<file path="src/rtl/button_debounce.sv">
// button_debounce: per-key synchronizer, debouncer and press/release pulse generator
//
// Each of the N channels runs a two-flop synchronizer, a saturating debounce
// counter and a four-state FSM (IDLE, PRESS_WAIT, HELD, RELEASE_WAIT).
//
// Ports:
//   clk    system clock, all state changes on its rising edge
//   reset  asynchronous, active-low reset
//   btn_n  [N] raw key pins, active-low (0 = pressed), asynchronous to clk
//   press  [N] one-cycle pulse per accepted press (and per auto-repeat)
//   rel    [N] one-cycle pulse per accepted release ("release" is a reserved word)
//   level  [N] debounced key state, 1 = held
//
// Compile-time option:
//   BUTTON_DEBOUNCE_REPEAT_EN  adds a per-channel auto-repeat timer that
//   re-issues press after REPEAT_DELAY cycles, then every REPEAT_PERIOD cycles.
module button_debounce #(
  parameter int N = 3,
  parameter int DEBOUNCE_CYCLES = 50000,
  parameter int REPEAT_DELAY = 25000000,
  parameter int REPEAT_PERIOD = 5000000
) (
  input  logic         clk,
  input  logic         reset,
  input  logic [N-1:0] btn_n,
  output logic [N-1:0] press,
  output logic [N-1:0] rel,
  output logic [N-1:0] level
);
  localparam int CW = $clog2(DEBOUNCE_CYCLES + 1);
  localparam logic [CW-1:0] CMAX = CW'(DEBOUNCE_CYCLES);
  typedef enum logic [1:0] {IDLE, PRESS_WAIT, HELD, RELEASE_WAIT} state_t;
  logic [N-1:0] sync_q, s;
  always_ff @(posedge clk or negedge reset)
    if (!reset) begin
      sync_q <= '0;
      s <= '0;
    end else begin
      sync_q <= ~btn_n;
      s <= sync_q;
    end
  for (genvar i = 0; i < N; i++) begin : g_ch
    state_t state, state_d;
    logic [CW-1:0] cnt, cnt_d;
    logic press_d, rel_d, press_q, rel_q, rpt;
    always_ff @(posedge clk or negedge reset)
      if (!reset) begin
        state <= IDLE;
        cnt <= '0;
        press_q <= 1'b0;
        rel_q <= 1'b0;
      end else begin
        state <= state_d;
        cnt <= cnt_d;
        press_q <= press_d;
        rel_q <= rel_d;
      end
    // A change is accepted on the sample after the counter has reached
    // DEBOUNCE_CYCLES, so the pulse registers DEBOUNCE_CYCLES+2 edges after
    // the pin is first sampled.
    always_comb begin
      state_d = state;
      cnt_d = cnt;
      case (state)
        IDLE: if (s[i]) begin
          state_d = PRESS_WAIT;
          cnt_d = CW'(1);
        end
        PRESS_WAIT: begin
          state_d = !s[i] ? IDLE : cnt == CMAX ? HELD : PRESS_WAIT;
          cnt_d = !s[i] || cnt == CMAX ? '0 : cnt + CW'(1);
        end
        HELD: if (!s[i]) begin
          state_d = RELEASE_WAIT;
          cnt_d = CW'(1);
        end
        RELEASE_WAIT: begin
          state_d = s[i] ? HELD : cnt == CMAX ? IDLE : RELEASE_WAIT;
          cnt_d = s[i] || cnt == CMAX ? '0 : cnt + CW'(1);
        end
      endcase
    end
    always_comb begin
      press_d = (state == PRESS_WAIT && s[i] && cnt == CMAX) || rpt;
      rel_d = state == RELEASE_WAIT && !s[i] && cnt == CMAX;
    end
`ifdef BUTTON_DEBOUNCE_REPEAT_EN
    localparam int RMAX = REPEAT_DELAY > REPEAT_PERIOD ? REPEAT_DELAY : REPEAT_PERIOD;
    localparam int TW = $clog2(RMAX + 1);
    logic [TW-1:0] tmr, tmr_d;
    logic first, first_d, live;
    always_ff @(posedge clk or negedge reset)
      if (!reset) begin
        tmr <= '0;
        first <= 1'b1;
      end else begin
        tmr <= tmr_d;
        first <= first_d;
      end
    // The timer runs only while the key is logically held and not being
    // accepted as released this cycle, so repeat never collides with rel.
    // It sits at zero outside HELD/RELEASE_WAIT, which clears it on entry.
    always_comb begin
      live = (state == HELD || state == RELEASE_WAIT) && state_d != IDLE;
      rpt = live && tmr == (first ? TW'(REPEAT_DELAY - 1) : TW'(REPEAT_PERIOD - 1));
      tmr_d = !live || rpt ? '0 : tmr + TW'(1);
      first_d = !live ? 1'b1 : rpt ? 1'b0 : first;
    end
`else
    // The repeat parameters have no effect in this build; referencing them
    // keeps the parameter list identical in both builds.
    assign rpt = (REPEAT_DELAY < 0) && (REPEAT_PERIOD < 0);
`endif
    assign press[i] = press_q;
    assign rel[i] = rel_q;
    assign level[i] = state == HELD || state == RELEASE_WAIT;
  end
endmodule

</file>
<file path="config.mk">
export PLATFORM = sky130hd
export DESIGN_NAME = button_debounce
export DESIGN_NICKNAME = d
export VERILOG_FILES = /design/src/rtl/button_debounce.sv
export SDC_FILE = /design/constraint.sdc
export NUM_CORES = 1
export LEC_CHECK = 0
export BUFFER_PORTS_ARGS = -buffer_cell sky130_fd_sc_hd__buf_2
export CAP_MARGIN = 25
export CORE_MARGIN = 10
export CORE_UTILIZATION = 45
export CTS_BUF_LIST = sky130_fd_sc_hd__clkbuf_8 sky130_fd_sc_hd__clkbuf_16
export CTS_CLUSTER_DIAMETER = 200
export CTS_CLUSTER_SIZE = 16
export DETAILED_ROUTE_END_ITERATION = 10
export SLEW_MARGIN = 10
export SYNTH_ARGS = -nofsm -noshare
export SYNTH_HDL_FRONTEND = slang
export SYNTH_SLANG_ARGS = --single-unit
</file>
<file path="constraint.sdc">
create_clock -name clk -period 2.3 [get_ports clk]
set_clock_uncertainty 0.05 [all_clocks]
set_input_delay 0.23 -clock clk [delete_from_list [all_inputs] [get_ports clk]]
set_output_delay 0.23 -clock clk [all_outputs]
set_load 0.005 [all_outputs]
</file>
# Word level (Yosys, flattened, before mapping)
# Cells that the tools add are included.
# op_classes
n_addsub	3
n_eq_ne	18
mux	36
n_bitwise	1
reduce_logical	30
# ops
cell	count
$mux 16	12
$pmux 16 s4	3
$add 16x1->16 const B	3
$eq 16x16->1 const B	3
$mux 2	18
$pmux 2 s4	3
$eq 2x2->1 const B	6
$logic_and 1x1->1	12
$ne 2x2->1 const B	6
$logic_or 1x1->1	9
$eq 2x1->1 const B	3
$logic_not 2->1	3
$reduce_and 2->1	3
$logic_not 1->1	3
$not 3->3	1
# totals
reg_bits	66
in_bits	5
output_inout_bits	9

# Logic depth before layout (Yosys ltp)
# depth
ltp_word	4
depth_mapped	8

# Worst setup path after synthesis
# No wires, ideal clock.
# synth_path
path_type	reg2reg
start	reg g_ch[2].cnt[0]
end	reg g_ch[2].cnt[8]
setup_time_ns	0.136
arrival_ns	1.893
t_required_ns	2.114
path_slack_ns	0.221
stages_incl_launch_ff	9
period_less_slack_ns	2.079
cell_sequence	dfrtp_1 inv_1 ha_1 or4b_1 nor4_4 nor2_1 buf_2 a41oi_1 a31oi_1
# synth_via
elab_chain_cells	4
elab_cells_between_ends	7
cone_classes	1 x add/sub; 1 x eq/ne; 3 x mux; 2 x reduce/logical
# synth_lines
element	line	text
start: declaration	44	logic [CW-1:0] cnt, cnt_d;
start signal: assignment	54	cnt <= cnt_d;
parallel branches: the longest is 3 deep, another holds $add 16x1->16	-	
$pmux 16 s4 (*)	64	case (state)
# Mark *: on every way between the ends.
# A chain may end at the register's enable or synchronous reset.

# Worst setup path after layout
# layout_path
start	reg g_ch[2].cnt[0]
end	reg g_ch[2].state[1]
# layout_via
elab_chain_cells	4
elab_cells_between_ends	6
cone_classes	1 x eq/ne; 5 x mux
# layout_lines
element	line	text
$eq 16x16->1 (*)	70, 78	
$mux 2, on equally long branches (2 in series)	78, 70	
$pmux 2 s4 (*)	64	
end signal: assignment	53	state <= state_d;
end: declaration	43	state_t state, state_d;
# Mark *: on every way between the ends. The rest lies on a longest branch, timed or not.

==> qor.yml <==
status: "finished, final reports clean"
rsz0062_at_grt: "true"
core_area_mm2: 0.007647
maxSlewViolCount: 0
grt-ovfl-total: 0
totalWireLength_mm: 7.660
clock_latency_ps: 340
yosys.area.top_type: "dfrtp_1"
leakage_nw: 1.772
gp_congestion: 0.8792
crit_path_max_incr_delay_ps: 460
drt-initial-drc-count: 131
fin_nets: 410
yosys-top-cells-area: "dfrtp_1, a31oi_1, nand3_1"
vias_per_cell: 5.606
maxSlewHeadroom_pct: 58.83
synthesis.nets: 384
ys_types: 44
start_util_pct: 45.76
synth_seq_cells: 66
holdWs_ps: 298.8
dp_hpwl_mm: 5.353
final_cell_mix: "dfrtp_1, nand2_1, nand3_1, a31oi_1, a21oi_1"
portBuffers: 13
crit_slowest_cell: "or4b_4"
hold_violations: 0
maxCapViolCount: 0
end_kind: "register"
power_mw: 2.524
antenna_left: 0
firstDrtPassIters: 4
clock.fmax_mhz: 463.7
yosys_warnings: 0
ys_async_sr_fraction_pct: 100.0
layout_min_cycle_time_ps: 2156
fin_cells: 505
syn_inst: 372
clkTransAtPathRegs_ps: 70
worst-setup-path-type: "register to register"
worst-endpoint-arrival_ps: 2340
crit_fanout: 5
tritoncts: "done"
drive_above_1_share_pct: 16.38
vias: 2831
num_antenna_cells: 0
die_h_um: 108.2
die_x_um: 108.2
design_area_mm2: 0.003958
startpoint_type: "register"
ys.flop_type: "dfrtp_1"
place_area_mm2: 0.003706
fin_crit_sh_pct: 93.76
grt_max_degree: 25
cp_top_family: "simple AND/OR/NAND/NOR gates"
p_per_area_mw_per_mm2: 637.8
grt_pass1_vias: 2788
required_ps: 2480
clock-sinks: 66
numCtsBuffers: 9
dieArea_mm2: 0.01170
h-tree-depth: 3
hold_class: "register to register"
max_slew.worst_pin.slew_ps: 615.3
ctsRootBufferMaster: "clkbuf_8"
setup_viol: 0
area_growth_pct: 13.09
cp_num_buf_inv: 2
drc: 0
tns_ps: 0
yosys.area.top_type_share_pct: 47.19
rows: 32
wl_per_cell_um: 15.17
antenna_found_initial: 0
grt_pass1_wl_mm: 13.26
synth.avg_cell_area_um2: 9.408
ys_seq_area_share_pct: 47.19
synth_area_mm2: 0.003500
ios: 14
synth_edf_count: 0
grtUsageTotal_pct: 13.86
ir_drop_mv: 0.3099
cts.path.max_buffers: 2
path_cells: "inv_1, ha_1, or4b_4, nor4_4, buf_4, nand2_1, mux2_2"
dp.cells: 483
layout_commonest_cell: "dfrtp_1"
[worst register-to-register path, cell delays in order, from the launching register on]
cell and delay, ps:
dfrtp_1 380, inv_1 90, ha_1 140, or4b_4 460
nor4_4 340, buf_4 180, nand2_1 110, mux2_2 290
[timing repair]
item,in CTS,in global routing
resized for setup,0,3
hold endpoints to repair,22,0
endpoints found under the setup margin,0,6
buffers inserted,0,2
hold buffers,4,0
[area by class of cell]
cell class | instances | area [µm²]
Multi-Input combinational cell | 267 | 1670
Clock buffer | 9 | 123.9
Fill cell | 693 | 3690
Timing Repair Buffer | 38 | 262.8
Sequential cell | 66 | 1652
Tap cell | 102 | 127.6
Inverter | 16 | 60.06
Clock inverter | 7 | 61.31
[cell families after synthesis]
| kind of cell | share of synthesized area [%] |
|---|---|
| AO/OA/AOI/OAI | 13.73 |
| XOR/XNOR | 1.752 |
| adder cells (fa/ha/maj) | 2.503 |
| buffers and inverters | 5.399 |
| flip-flops | 47.19 |
| multiplexers | 2.395 |
| AND/OR/NAND/NOR | 27.03 |
[power breakdown]
part / switching [mW] / leakage, nW / internal, mW
clock network: 0.453 / 0.100 / 0.489
logic: 0.176 / 0.781 / 0.124
registers: 0.0616 / 0.891 / 1.22
total: 0.691 / 1.77 / 1.83
[path summary, 6_finish.rpt]
check                                    start               end  slack [ps]  depth (start not counted)
worst max-delay path            g_ch[2].cnt[0]  g_ch[2].state[1]         140                          7
worst min-delay path                 sync_q[0]              s[0]         300                          0
worst max register to register  g_ch[2].cnt[0]  g_ch[2].state[1]         140                          7
worst min register to register       sync_q[0]              s[0]         300                          0
max in group asynchronous                reset   g_ch[2].cnt[12]        1200                          3
min in group asynchronous                reset   g_ch[1].cnt[13]         320                          2
[layer usage]
| layer | global-route usage (%) | part of all wire [%] |
|---|---|---|
| met5 | 0 | 0 |
| met1 | 18.73 | 49 |
| met3 | 3.212 | 5.3 |
| met4 | 5.534 | 1.2 |
| met2 | 20.95 | 45 |
[cell usage after synthesis, types with 2 or more instances]
cell	instances
a211o_1	2
a21oi_1	24
a22o_1	5
a31oi_1	28
a41oi_1	2
and2_1	3
and3_1	9
and4_1	3
buf_1	2
buf_2	4
buf_4	6
buf_6	2
clkbuf_1	9
dfrtp_1	66
ha_1	7
inv_1	16
mux2_2	3
mux2i_1	5
nand2_1	37
nand3_1	28
nand4_1	11
nor2_1	23
nor3_1	9
nor3b_1	7
nor4_4	3
o21ai_0	15
or2_2	5
or3_1	10
or4_1	3
or4b_1	3
or4b_4	2
or4bb_1	2
xor2_1	7
[flip-flops by register name (all words and copies together) (netlist names)]
name / count
g_ch.press_q: 3
sync_q: 3
s: 3
g_ch.rel_q: 3
g_ch.cnt: 48
g_ch.state: 6
[through the flow]
stage	util, %	setup WS, ps
after CTS	51.41	139.8
after global placement	48.46	210.8
after floorplan	-	221.0
final	51.75	143.6
after detailed placement	48.46	166.5
after global routing	51.75	-1.678
(Power assumes the default switching activity.)
